### src/rtl/id_ex_ctrl_pipe_pkg.sv
// Shared opcode/funct constants, ALU op encoding and the EX control bundle
// for the MIPS-subset IF/ID -> ID/EX control pipeline.
package mips_ctrl_pkg;

  localparam logic [5:0] OP_RTYPE = 6'h00;
  localparam logic [5:0] OP_J     = 6'h02;
  localparam logic [5:0] OP_BEQ   = 6'h04;
  localparam logic [5:0] OP_BNE   = 6'h05;
  localparam logic [5:0] OP_ADDI  = 6'h08;
  localparam logic [5:0] OP_SLTI  = 6'h0A;
  localparam logic [5:0] OP_ANDI  = 6'h0C;
  localparam logic [5:0] OP_ORI   = 6'h0D;
  localparam logic [5:0] OP_LW    = 6'h23;
  localparam logic [5:0] OP_SW    = 6'h2B;

  localparam logic [5:0] FN_ADD   = 6'h20;
  localparam logic [5:0] FN_SUB   = 6'h22;
  localparam logic [5:0] FN_AND   = 6'h24;
  localparam logic [5:0] FN_OR    = 6'h25;
  localparam logic [5:0] FN_SLT   = 6'h2A;

  typedef enum logic [2:0] {
    ALU_ADD   = 3'b000,
    ALU_SUB   = 3'b001,
    ALU_RTYPE = 3'b010,
    ALU_AND   = 3'b011,
    ALU_OR    = 3'b100,
    ALU_SLT   = 3'b111
  } alu_op_e;

  typedef struct packed {
    alu_op_e alu_op;
    logic    reg_dst;
    logic    reg_write;
    logic    alu_src;
    logic    mem_read;
    logic    mem_write;
    logic    mem_to_reg;
    logic    branch;
    logic    branch_ne;
    logic    jump;
    logic    illegal;
  } ctrl_t;

  // Opcodes whose rt field is read as a source operand (not a destination).
  function automatic logic op_reads_rt(input logic [5:0] op);
    return (op == OP_RTYPE) || (op == OP_BEQ) || (op == OP_BNE) || (op == OP_SW);
  endfunction

endpackage

### src/rtl/id_ex_ctrl_pipe_if.sv
// Fetch-side and EX-side handshake/bundle signals of the ID control pipeline.
// The pipeline uses the slave modport; the environment drives the master side.
interface id_ex_ctrl_pipe_if #(
  parameter int XLEN  = 32,
  parameter int RA_W  = 5,
  parameter int CNT_W = 16
);
  logic             if_valid_i;
  logic [XLEN-1:0]  if_instr_i;
  logic             if_ready_o;
  logic             flush_i;
  logic             ex_ready_i;
  logic             ex_valid_o;
  logic [2:0]       ex_alu_op_o;
  logic             ex_reg_dst_o;
  logic             ex_reg_write_o;
  logic             ex_alu_src_o;
  logic             ex_mem_read_o;
  logic             ex_mem_write_o;
  logic             ex_mem_to_reg_o;
  logic             ex_branch_o;
  logic             ex_branch_ne_o;
  logic             ex_jump_o;
  logic [RA_W-1:0]  ex_rs_o;
  logic [RA_W-1:0]  ex_rt_o;
  logic [RA_W-1:0]  ex_wr_reg_o;
  logic [XLEN-1:0]  ex_imm_o;
  logic [25:0]      ex_jidx_o;
  logic             illegal_o;
  logic [CNT_W-1:0] stall_cnt_o;

  modport master (
    output if_valid_i, if_instr_i, flush_i, ex_ready_i,
    input  if_ready_o, ex_valid_o, ex_alu_op_o, ex_reg_dst_o, ex_reg_write_o,
           ex_alu_src_o, ex_mem_read_o, ex_mem_write_o, ex_mem_to_reg_o,
           ex_branch_o, ex_branch_ne_o, ex_jump_o, ex_rs_o, ex_rt_o,
           ex_wr_reg_o, ex_imm_o, ex_jidx_o, illegal_o, stall_cnt_o
  );

  modport slave (
    input  if_valid_i, if_instr_i, flush_i, ex_ready_i,
    output if_ready_o, ex_valid_o, ex_alu_op_o, ex_reg_dst_o, ex_reg_write_o,
           ex_alu_src_o, ex_mem_read_o, ex_mem_write_o, ex_mem_to_reg_o,
           ex_branch_o, ex_branch_ne_o, ex_jump_o, ex_rs_o, ex_rt_o,
           ex_wr_reg_o, ex_imm_o, ex_jidx_o, illegal_o, stall_cnt_o
  );
endinterface

### src/rtl/id_ex_ctrl_pipe_decode.sv
// Purely combinational decode of one 32-bit MIPS-subset instruction into the
// EX control bundle, register indices and extended immediate.
module ctrl_decode
  import mips_ctrl_pkg::*;
#(
  parameter int XLEN = 32,
  parameter int RA_W = 5
) (
  input  logic [31:0]     instr,
  output ctrl_t           ctrl,
  output logic [RA_W-1:0] rs,
  output logic [RA_W-1:0] rt,
  output logic [RA_W-1:0] wr_reg,
  output logic [XLEN-1:0] imm,
  output logic [25:0]     jidx,
  output logic            rt_src
);

  logic [5:0] op;
  logic [5:0] fn;

  assign op     = instr[31:26];
  assign fn     = instr[5:0];
  assign rs     = RA_W'(instr[25:21]);
  assign rt     = RA_W'(instr[20:16]);
  assign jidx   = instr[25:0];
  assign rt_src = op_reads_rt(op);
  assign wr_reg = ctrl.reg_dst ? RA_W'(instr[15:11]) : RA_W'(instr[20:16]);

  // Logical immediates are zero-extended; everything else is sign-extended.
  assign imm = ((op == OP_ANDI) || (op == OP_ORI)) ? XLEN'(instr[15:0])
                                                   : XLEN'($signed(instr[15:0]));

  always_comb begin
    ctrl = '0;
    case (op)
      OP_RTYPE: begin
        // The all-zero word is the canonical NOP and is not flagged.
        if (instr != 32'h0) begin
          case (fn)
            FN_ADD, FN_SUB, FN_AND, FN_OR, FN_SLT: begin
              ctrl.alu_op    = ALU_RTYPE;
              ctrl.reg_dst   = 1'b1;
              ctrl.reg_write = 1'b1;
            end
            default: ctrl.illegal = 1'b1;
          endcase
        end
      end
      OP_LW: begin
        ctrl.alu_op     = ALU_ADD;
        ctrl.reg_write  = 1'b1;
        ctrl.alu_src    = 1'b1;
        ctrl.mem_read   = 1'b1;
        ctrl.mem_to_reg = 1'b1;
      end
      OP_SW: begin
        ctrl.alu_op    = ALU_ADD;
        ctrl.alu_src   = 1'b1;
        ctrl.mem_write = 1'b1;
      end
      OP_BEQ: begin
        ctrl.alu_op = ALU_SUB;
        ctrl.branch = 1'b1;
      end
      OP_BNE: begin
        ctrl.alu_op    = ALU_SUB;
        ctrl.branch    = 1'b1;
        ctrl.branch_ne = 1'b1;
      end
      OP_ADDI, OP_ANDI, OP_ORI, OP_SLTI: begin
        ctrl.reg_write = 1'b1;
        ctrl.alu_src   = 1'b1;
        case (op)
          OP_ANDI: ctrl.alu_op = ALU_AND;
          OP_ORI:  ctrl.alu_op = ALU_OR;
          OP_SLTI: ctrl.alu_op = ALU_SLT;
          default: ctrl.alu_op = ALU_ADD;
        endcase
      end
      OP_J:    ctrl.jump    = 1'b1;
      default: ctrl.illegal = 1'b1;
    endcase
  end

endmodule

### src/rtl/id_ex_ctrl_pipe.sv
// IF/ID instruction register plus ID/EX control register with valid/ready
// back-pressure, flush and (when ID_HAZARD_DETECT_EN is defined) load-use bubbles.
module id_ex_ctrl_pipe
  import mips_ctrl_pkg::*;
#(
  parameter int XLEN  = 32,
  parameter int RA_W  = 5,
  parameter int CNT_W = 16
) (
  input  logic              clk,
  input  logic              rst_n,
  id_ex_ctrl_pipe_if.slave  bus
);

  logic             ifid_valid_q, ifid_valid_d;
  logic [31:0]      ifid_instr_q, ifid_instr_d;

  logic             ex_valid_q, ex_valid_d;
  ctrl_t            ex_ctrl_q, ex_ctrl_d;
  logic [RA_W-1:0]  ex_rs_q, ex_rs_d;
  logic [RA_W-1:0]  ex_rt_q, ex_rt_d;
  logic [RA_W-1:0]  ex_wr_q, ex_wr_d;
  logic [XLEN-1:0]  ex_imm_q, ex_imm_d;
  logic [25:0]      ex_jidx_q, ex_jidx_d;
  logic             ex_first_q, ex_first_d;

  ctrl_t            dec_ctrl;
  logic [RA_W-1:0]  dec_rs, dec_rt, dec_wr;
  logic [XLEN-1:0]  dec_imm;
  logic [25:0]      dec_jidx;
  logic             dec_rt_src;

  logic             ex_free;
  logic             hazard;
  logic             ifid_adv;
  logic             if_ready;

  ctrl_decode #(
    .XLEN (XLEN),
    .RA_W (RA_W)
  ) u_decode (
    .instr  (ifid_instr_q),
    .ctrl   (dec_ctrl),
    .rs     (dec_rs),
    .rt     (dec_rt),
    .wr_reg (dec_wr),
    .imm    (dec_imm),
    .jidx   (dec_jidx),
    .rt_src (dec_rt_src)
  );

  assign ex_free  = !ex_valid_q || bus.ex_ready_i;
  assign ifid_adv = ex_free && !hazard;
  assign if_ready = !ifid_valid_q || ifid_adv;

`ifdef ID_HAZARD_DETECT_EN
  logic [CNT_W-1:0] stall_cnt_q, stall_cnt_d;

  // A load writing a register the instruction in IF/ID reads cannot forward in time.
  assign hazard = ex_valid_q && ex_ctrl_q.mem_read && (ex_wr_q != '0) && ifid_valid_q &&
                  ((ex_wr_q == dec_rs) || (dec_rt_src && (ex_wr_q == dec_rt)));

  always_comb begin
    stall_cnt_d = stall_cnt_q;
    if (!bus.flush_i && ex_free && hazard && (stall_cnt_q != '1))
      stall_cnt_d = stall_cnt_q + 1'b1;
  end

  always_ff @(posedge clk or negedge rst_n) begin
    if (!rst_n) stall_cnt_q <= '0;
    else        stall_cnt_q <= stall_cnt_d;
  end

  assign bus.stall_cnt_o = stall_cnt_q;
`else
  logic unused_rt_src;

  assign hazard          = 1'b0;
  assign unused_rt_src   = dec_rt_src;
  assign bus.stall_cnt_o = '0;
`endif

  // IF/ID stage boundary
  always_comb begin
    ifid_valid_d = ifid_valid_q;
    ifid_instr_d = ifid_instr_q;
    if (bus.flush_i) begin
      ifid_valid_d = 1'b0;
    end else if (if_ready) begin
      ifid_valid_d = bus.if_valid_i;
      if (bus.if_valid_i) ifid_instr_d = bus.if_instr_i[31:0];
    end
  end

  // ID/EX stage boundary: advance, bubble, or hold
  always_comb begin
    ex_valid_d = ex_valid_q;
    ex_ctrl_d  = ex_ctrl_q;
    ex_rs_d    = ex_rs_q;
    ex_rt_d    = ex_rt_q;
    ex_wr_d    = ex_wr_q;
    ex_imm_d   = ex_imm_q;
    ex_jidx_d  = ex_jidx_q;
    ex_first_d = 1'b0;
    if (bus.flush_i || (ex_free && !(ifid_adv && ifid_valid_q))) begin
      ex_valid_d = 1'b0;
      ex_ctrl_d  = '0;
      ex_rs_d    = '0;
      ex_rt_d    = '0;
      ex_wr_d    = '0;
      ex_imm_d   = '0;
      ex_jidx_d  = '0;
    end else if (ifid_adv) begin
      ex_valid_d = 1'b1;
      ex_ctrl_d  = dec_ctrl;
      ex_rs_d    = dec_rs;
      ex_rt_d    = dec_rt;
      ex_wr_d    = dec_wr;
      ex_imm_d   = dec_imm;
      ex_jidx_d  = dec_jidx;
      ex_first_d = 1'b1;
    end
  end

  always_ff @(posedge clk or negedge rst_n) begin
    if (!rst_n) begin
      ifid_valid_q <= 1'b0;
      ifid_instr_q <= '0;
      ex_valid_q   <= 1'b0;
      ex_ctrl_q    <= '0;
      ex_rs_q      <= '0;
      ex_rt_q      <= '0;
      ex_wr_q      <= '0;
      ex_imm_q     <= '0;
      ex_jidx_q    <= '0;
      ex_first_q   <= 1'b0;
    end else begin
      ifid_valid_q <= ifid_valid_d;
      ifid_instr_q <= ifid_instr_d;
      ex_valid_q   <= ex_valid_d;
      ex_ctrl_q    <= ex_ctrl_d;
      ex_rs_q      <= ex_rs_d;
      ex_rt_q      <= ex_rt_d;
      ex_wr_q      <= ex_wr_d;
      ex_imm_q     <= ex_imm_d;
      ex_jidx_q    <= ex_jidx_d;
      ex_first_q   <= ex_first_d;
    end
  end

  assign bus.if_ready_o      = if_ready;
  assign bus.ex_valid_o      = ex_valid_q;
  assign bus.ex_alu_op_o     = ex_ctrl_q.alu_op;
  assign bus.ex_reg_dst_o    = ex_ctrl_q.reg_dst;
  assign bus.ex_reg_write_o  = ex_ctrl_q.reg_write;
  assign bus.ex_alu_src_o    = ex_ctrl_q.alu_src;
  assign bus.ex_mem_read_o   = ex_ctrl_q.mem_read;
  assign bus.ex_mem_write_o  = ex_ctrl_q.mem_write;
  assign bus.ex_mem_to_reg_o = ex_ctrl_q.mem_to_reg;
  assign bus.ex_branch_o     = ex_ctrl_q.branch;
  assign bus.ex_branch_ne_o  = ex_ctrl_q.branch_ne;
  assign bus.ex_jump_o       = ex_ctrl_q.jump;
  assign bus.ex_rs_o         = ex_rs_q;
  assign bus.ex_rt_o         = ex_rt_q;
  assign bus.ex_wr_reg_o     = ex_wr_q;
  assign bus.ex_imm_o        = ex_imm_q;
  assign bus.ex_jidx_o       = ex_jidx_q;
  // Pulse only on the first cycle an illegal instruction sits valid in ID/EX.
  assign bus.illegal_o       = ex_valid_q && ex_first_q && ex_ctrl_q.illegal;

endmodule

### src/flat_wrapper.sv
// flat-port wrapper written by rule: the top's interface ports become plain ports
module id_ex_ctrl_pipe_flat import mips_ctrl_pkg::*;
#(
  parameter int XLEN  = 32,
  parameter int RA_W  = 5,
  parameter int CNT_W = 16
)
  (clk, rst_n, bus_if_valid_i, bus_if_instr_i, bus_flush_i, bus_ex_ready_i, bus_if_ready_o, bus_ex_valid_o, bus_ex_alu_op_o, bus_ex_reg_dst_o, bus_ex_reg_write_o, bus_ex_alu_src_o, bus_ex_mem_read_o, bus_ex_mem_write_o, bus_ex_mem_to_reg_o, bus_ex_branch_o, bus_ex_branch_ne_o, bus_ex_jump_o, bus_ex_rs_o, bus_ex_rt_o, bus_ex_wr_reg_o, bus_ex_imm_o, bus_ex_jidx_o, bus_illegal_o, bus_stall_cnt_o);
  id_ex_ctrl_pipe_if #(.XLEN(XLEN), .RA_W(RA_W), .CNT_W(CNT_W)) bus_i ();
  input  logic clk;
  input  logic rst_n;
  input wire logic [$bits(bus_i.if_valid_i)-1:0] bus_if_valid_i;
  input wire logic [$bits(bus_i.if_instr_i)-1:0] bus_if_instr_i;
  input wire logic [$bits(bus_i.flush_i)-1:0] bus_flush_i;
  input wire logic [$bits(bus_i.ex_ready_i)-1:0] bus_ex_ready_i;
  output wire logic [$bits(bus_i.if_ready_o)-1:0] bus_if_ready_o;
  output wire logic [$bits(bus_i.ex_valid_o)-1:0] bus_ex_valid_o;
  output wire logic [$bits(bus_i.ex_alu_op_o)-1:0] bus_ex_alu_op_o;
  output wire logic [$bits(bus_i.ex_reg_dst_o)-1:0] bus_ex_reg_dst_o;
  output wire logic [$bits(bus_i.ex_reg_write_o)-1:0] bus_ex_reg_write_o;
  output wire logic [$bits(bus_i.ex_alu_src_o)-1:0] bus_ex_alu_src_o;
  output wire logic [$bits(bus_i.ex_mem_read_o)-1:0] bus_ex_mem_read_o;
  output wire logic [$bits(bus_i.ex_mem_write_o)-1:0] bus_ex_mem_write_o;
  output wire logic [$bits(bus_i.ex_mem_to_reg_o)-1:0] bus_ex_mem_to_reg_o;
  output wire logic [$bits(bus_i.ex_branch_o)-1:0] bus_ex_branch_o;
  output wire logic [$bits(bus_i.ex_branch_ne_o)-1:0] bus_ex_branch_ne_o;
  output wire logic [$bits(bus_i.ex_jump_o)-1:0] bus_ex_jump_o;
  output wire logic [$bits(bus_i.ex_rs_o)-1:0] bus_ex_rs_o;
  output wire logic [$bits(bus_i.ex_rt_o)-1:0] bus_ex_rt_o;
  output wire logic [$bits(bus_i.ex_wr_reg_o)-1:0] bus_ex_wr_reg_o;
  output wire logic [$bits(bus_i.ex_imm_o)-1:0] bus_ex_imm_o;
  output wire logic [$bits(bus_i.ex_jidx_o)-1:0] bus_ex_jidx_o;
  output wire logic [$bits(bus_i.illegal_o)-1:0] bus_illegal_o;
  output wire logic [$bits(bus_i.stall_cnt_o)-1:0] bus_stall_cnt_o;
  assign bus_i.if_valid_i = bus_if_valid_i;
  assign bus_i.if_instr_i = bus_if_instr_i;
  assign bus_i.flush_i = bus_flush_i;
  assign bus_i.ex_ready_i = bus_ex_ready_i;
  assign bus_if_ready_o = bus_i.if_ready_o;
  assign bus_ex_valid_o = bus_i.ex_valid_o;
  assign bus_ex_alu_op_o = bus_i.ex_alu_op_o;
  assign bus_ex_reg_dst_o = bus_i.ex_reg_dst_o;
  assign bus_ex_reg_write_o = bus_i.ex_reg_write_o;
  assign bus_ex_alu_src_o = bus_i.ex_alu_src_o;
  assign bus_ex_mem_read_o = bus_i.ex_mem_read_o;
  assign bus_ex_mem_write_o = bus_i.ex_mem_write_o;
  assign bus_ex_mem_to_reg_o = bus_i.ex_mem_to_reg_o;
  assign bus_ex_branch_o = bus_i.ex_branch_o;
  assign bus_ex_branch_ne_o = bus_i.ex_branch_ne_o;
  assign bus_ex_jump_o = bus_i.ex_jump_o;
  assign bus_ex_rs_o = bus_i.ex_rs_o;
  assign bus_ex_rt_o = bus_i.ex_rt_o;
  assign bus_ex_wr_reg_o = bus_i.ex_wr_reg_o;
  assign bus_ex_imm_o = bus_i.ex_imm_o;
  assign bus_ex_jidx_o = bus_i.ex_jidx_o;
  assign bus_illegal_o = bus_i.illegal_o;
  assign bus_stall_cnt_o = bus_i.stall_cnt_o;
  id_ex_ctrl_pipe #(.XLEN(XLEN), .RA_W(RA_W), .CNT_W(CNT_W)) u_core (.clk(clk), .rst_n(rst_n), .bus(bus_i));
endmodule
### config.mk
export PLATFORM = sky130hd
export DESIGN_NAME = id_ex_ctrl_pipe_flat
export DESIGN_NICKNAME = d
export VERILOG_FILES = /design/src/rtl/id_ex_ctrl_pipe_pkg.sv /design/src/rtl/id_ex_ctrl_pipe_if.sv /design/src/rtl/id_ex_ctrl_pipe_decode.sv /design/src/rtl/id_ex_ctrl_pipe.sv /design/src/flat_wrapper.sv
export SDC_FILE = /design/constraint.sdc
export NUM_CORES = 1
export LEC_CHECK = 0
export BUFFER_PORTS_ARGS = -buffer_cell sky130_fd_sc_hd__buf_4
export CAP_MARGIN = 20
export CORE_MARGIN = 3
export CORE_UTILIZATION = 44
export CTS_CLUSTER_DIAMETER = 200
export CTS_CLUSTER_SIZE = 25
export DETAILED_ROUTE_END_ITERATION = 7
export PLACE_DENSITY_LB_ADDON = 0.12
export RECOVER_POWER = 100
export SLEW_MARGIN = 25
export SYNTH_ARGS = -nofsm -noshare
export SYNTH_HDL_FRONTEND = slang
export SYNTH_SLANG_ARGS = --single-unit
### constraint.sdc
create_clock -name clk -period 2.1 [get_ports clk]
set_input_delay 0.21 -clock clk [delete_from_list [all_inputs] [get_ports clk]]
set_output_delay 0.21 -clock clk [all_outputs]
set_load 0.02 [all_outputs]
==> results.py <==
metrics = {
    "global_routing": {
        "grt_usage": 0.1751,
        "grt_pass1_wl_microns": 13420,
        "gr-total-overflow": 0,
        "antenna_found_initial": 0,
        "grt_pass1_vias": 2576,
        "grt_max_degree": 50,
    },
    "yosys": {
        "ys_warn_count": 0,
        "synth_compound_area_frac": 0.1158,
        "muxShareOfSynthArea": 0.1005,
        "synth.avg_cell_area_sq_um": 11.73,
        "synthDistinctLibCells": 42,
        "synthAdderAreaFrac": 0,
        "ys_seq_elements": 79,
        "synth_seq_area_share": 0.5365,
        "synth_top_family_by_area": "buffers and inverters",
        "synthCells": 314,
        "synthSimpleGateAreaFrac": 0.09779,
        "syn_area_sq_mm": 0.003685,
        "synthXorXnorAreaFrac": 0.002377,
    },
    "power_and_ir_drop": {
        "pwr-share-comb": 0.149,
        "p_sw_frac": 0.2805,
        "power.internal_mw": 2.553,
        "p_total_mw": 3.548,
        "powerDensity_mw_per_mm2": 829.9,
        "seqPwrFrac": 0.497,
        "vdd_drop_max_v": 0.0003811,
        "switchingPower_mw": 0.9954,
        "p_leak_nw": 1.959,
        "p_clk_frac": 0.354,
    },
    "detailed_routing": {
        "route.detailed.drc": 0,
        "vias": 2624,
        "via_per_inst": 5.135,
        "antenna_left": 0,
        "drt_iter0_markers": 77,
        "first_pass_iters": 4,
        "avgRoutedWirePerCell_microns": 15.84,
        "wl_microns": 8093,
    },
    "finish": {
        "nets": 441,
        "fin_area_sq_mm": 0.004275,
        "diodes": 0,
        "drive_above_1_share": 0.2518,
        "multi_input_area_sq_mm": 0.001234,
        "final_cell_mix": "clkbuf_1 (94), dfrtp_1 (79), buf_4 (42)",
        "fillers": 805,
        "area_growth_pct": 16.03,
        "regArea_sq_mm": 0.001977,
        "final_common_cell": "clkbuf_1",
    },
    "setup_path": {
        "endpoint_kind": "register",
        "arrival_ns": 2.24,
        "worstPathRequired_ns": 2.38,
        "crit_type": "register to register",
        "startpoint_type": "register",
        "cp_max_fo": 6,
    },
    "timing": {
        "rsz0062_at_grt": "no",
        "relSlewSlack": 0.5147,
        "fin_skew_ns": 0.009698,
        "fin_crit_ns": 1.962,
        "fin_setup_tns_ns": 0,
        "tightest_slew_ns": 0.7280,
        "slew_viol_final": 0,
        "fin_crit_sh": 0.9344,
        "fmax_mhz": 509.6,
        "setup_viol": 0,
        "hold_viol_final": 0,
        "setup_slack_ns": 0.1378,
    },
    "die": {
        "rows": 32,
        "dieArea_sq_mm": 0.009508,
        "die_w_microns": 97.51,
        "start_util": 0.4648,
        "io_pins": 141,
        "core_area_sq_mm": 0.007928,
        "die_y_microns": 97.51,
    },
    "worst_hold_path": {
        "hold_class": "input port to register",
    },
    "placed_design": {
        "dp_hpwl_microns": 5963,
        "place_congestion": 0.7712,
        "post_dp_cell_area_sq_mm": 0.004438,
        "place_ws_ns": 0.1242,
        "io_buffer_count": 124,
    },
    "flow_run": {
        "max-cap-violations": 0,
    },
    "clock_tree": {
        "cts_setup_buffers": 0,
        "cts_tree": "done",
        "cts-resized-gates": 0,
        "cts_buffers": 9,
        "cts_root_buffer": "clkbuf_8",
        "cts.sinks": 79,
        "cts.clk_slew.worst_paths_ns": 0.08,
        "htreeDepth": 3,
        "clock_latency_ns": 0.36,
        "clockBufferDepth": 2,
    },
    "outcome": {
        "status": "complete, no violations",
    },
}
per-stage QoR:
| stage | utilization | cells | hold slack [ns] |
|---|---|---|---|
| final | 0.5393 | 511 | 0.04815 |
| after floorplan | - | 329 | -0.08559 |
| after detailed placement | 0.5598 | 494 | 0.1691 |
| after global placement | 0.5598 | 494 | 0.1689 |
| after CTS | 0.5890 | 511 | 0.03997 |
| after global routing | 0.5393 | 511 | 0.05402 |
path summary, 6_finish.rpt:
kind	slack, ns	from	cells past startpoint	to
setup reg to reg	0.14	u_core.ifid_instr_q[29]	4	u_core.bus.ex_wr_reg_o[2]
setup / recovery	0.14	u_core.ifid_instr_q[29]	4	u_core.bus.ex_wr_reg_o[2]
max in group asynchronous	0.44	rst_n	3	u_core.bus.ex_jidx_o[14]
hold reg to reg	0.49	u_core.bus.ex_branch_o	1	u_core.bus.ex_branch_o
min in group asynchronous	0.45	rst_n	2	u_core.bus.ex_jidx_o[20]
hold / removal	0.05	bus_flush_i	2	u_core.bus.ex_valid_o
registers in the layout, indices dropped and copies added, names as in the netlist:
register / flops
u_core.ifid_valid_q: 1
u_core.ex_ctrl_q: 1
u_core.bus.ex_reg_dst_o: 1
u_core.bus.ex_mem_write_o: 1
u_core.bus.ex_jidx_o: 26
u_core.bus.ex_alu_op_o: 3
u_core.bus.ex_wr_reg_o: 5
u_core.ifid_instr_q: 32
u_core.ex_first_q: 1
u_core.bus.ex_jump_o: 1
u_core.bus.ex_alu_src_o: 1
u_core.bus.ex_valid_o: 1
u_core.bus.ex_imm_o: 1
u_core.bus.ex_reg_write_o: 1
u_core.bus.ex_branch_ne_o: 1
u_core.bus.ex_branch_o: 1
u_core.bus.ex_mem_read_o: 1
layout make-up:
cell class	instances	share of cell area
flip-flops and latches	79	0.4624
clock buffers	10	0.02985
clock inverters	6	0.02195
repair buffers	141	0.1648
well taps	102	0.02985
inverters	3	0.002634
multi-input cells	170	0.2886
power groups by stage:
| stage | combinational, mW | clock [mW] | sequential (mW) |
|---|---|---|---|
| 6_report | 0.530 | 1.25 | 1.76 |
| 5_1_grt | 0.585 | 1.35 | 1.79 |
| 4_1_cts | 0.601 | 1.28 | 1.77 |
| 3_5_place_dp | 0.598 | 0 | 1.80 |
| 3_3_place_gp | 0.591 | 0 | 1.79 |
| 2_1_floorplan | 0.369 | 0 | 1.79 |
metal layers:
layer	share of wire	vias to the layer above	wire (microns)	global-route usage
met5	0	-	0	0
met4	0.015	0	121	0.07455
met3	0.084	13	676	0.04164
met2	0.45	108	3665	0.2662
met1	0.45	1289	3630	0.2394
li1	-	1214	-	-
logic make-up after synthesis:
logic type | count (synthesis)
buf+inv | 80
flops | 79
simple gates | 70
compound gates | 50
mux | 33
xor+xnor | 1
other cells | 1
synth_stat cells (all sizes together):
| cell type | instances | share of area |
|---|---|---|
| buf | 64 | 0.13 |
| nor2 | 8 | 0.0081 |
| o31ai | 1 | 0.0020 |
| or4b | 1 | 0.0027 |
| nor4 | 6 | 0.010 |
| mux2 | 32 | 0.098 |
| nor2b | 4 | 0.0068 |
| nor4b | 1 | 0.0024 |
| nand4 | 1 | 0.0017 |
| inv | 2 | 0.0020 |
| mux2i | 1 | 0.0027 |
| nor3b | 1 | 0.0020 |
| or3 | 1 | 0.0031 |
| nand3b | 2 | 0.0041 |
| dfrtp | 79 | 0.54 |
| nand2 | 30 | 0.031 |
| a32o | 3 | 0.0081 |
| or2 | 2 | 0.0034 |
| a21boi | 1 | 0.0020 |
| conb | 1 | 0.0010 |
| a211o | 1 | 0.0024 |
| nor3 | 5 | 0.0068 |
| and4b | 3 | 0.0081 |
| a41oi | 1 | 0.0024 |
| xor2 | 1 | 0.0024 |
| nand2b | 2 | 0.0034 |
| clkbuf | 13 | 0.013 |
| a21oi | 2 | 0.0027 |
| o211ai | 10 | 0.027 |
| a221o | 2 | 0.0054 |
| nand3 | 2 | 0.0027 |
| clkinv | 1 | 0.0010 |
| a21o | 1 | 0.0020 |
| and3 | 1 | 0.0017 |
| o21ai | 6 | 0.0092 |
| a22o | 22 | 0.052 |
critical path, cell delays in order (launching register included):
cell and delay (ns):
dfrtp_1 0.38, or3_4 0.39, or4b_1 0.50, or2_0 0.40, o211ai_2 0.23
repair_timing:
item,4_1_cts,5_1_grt
hold buffers,1,0
endpoints found under the hold margin,30,0
setup endpoints to repair,0,0
Note: power is estimated with default switching activity, not from simulation.
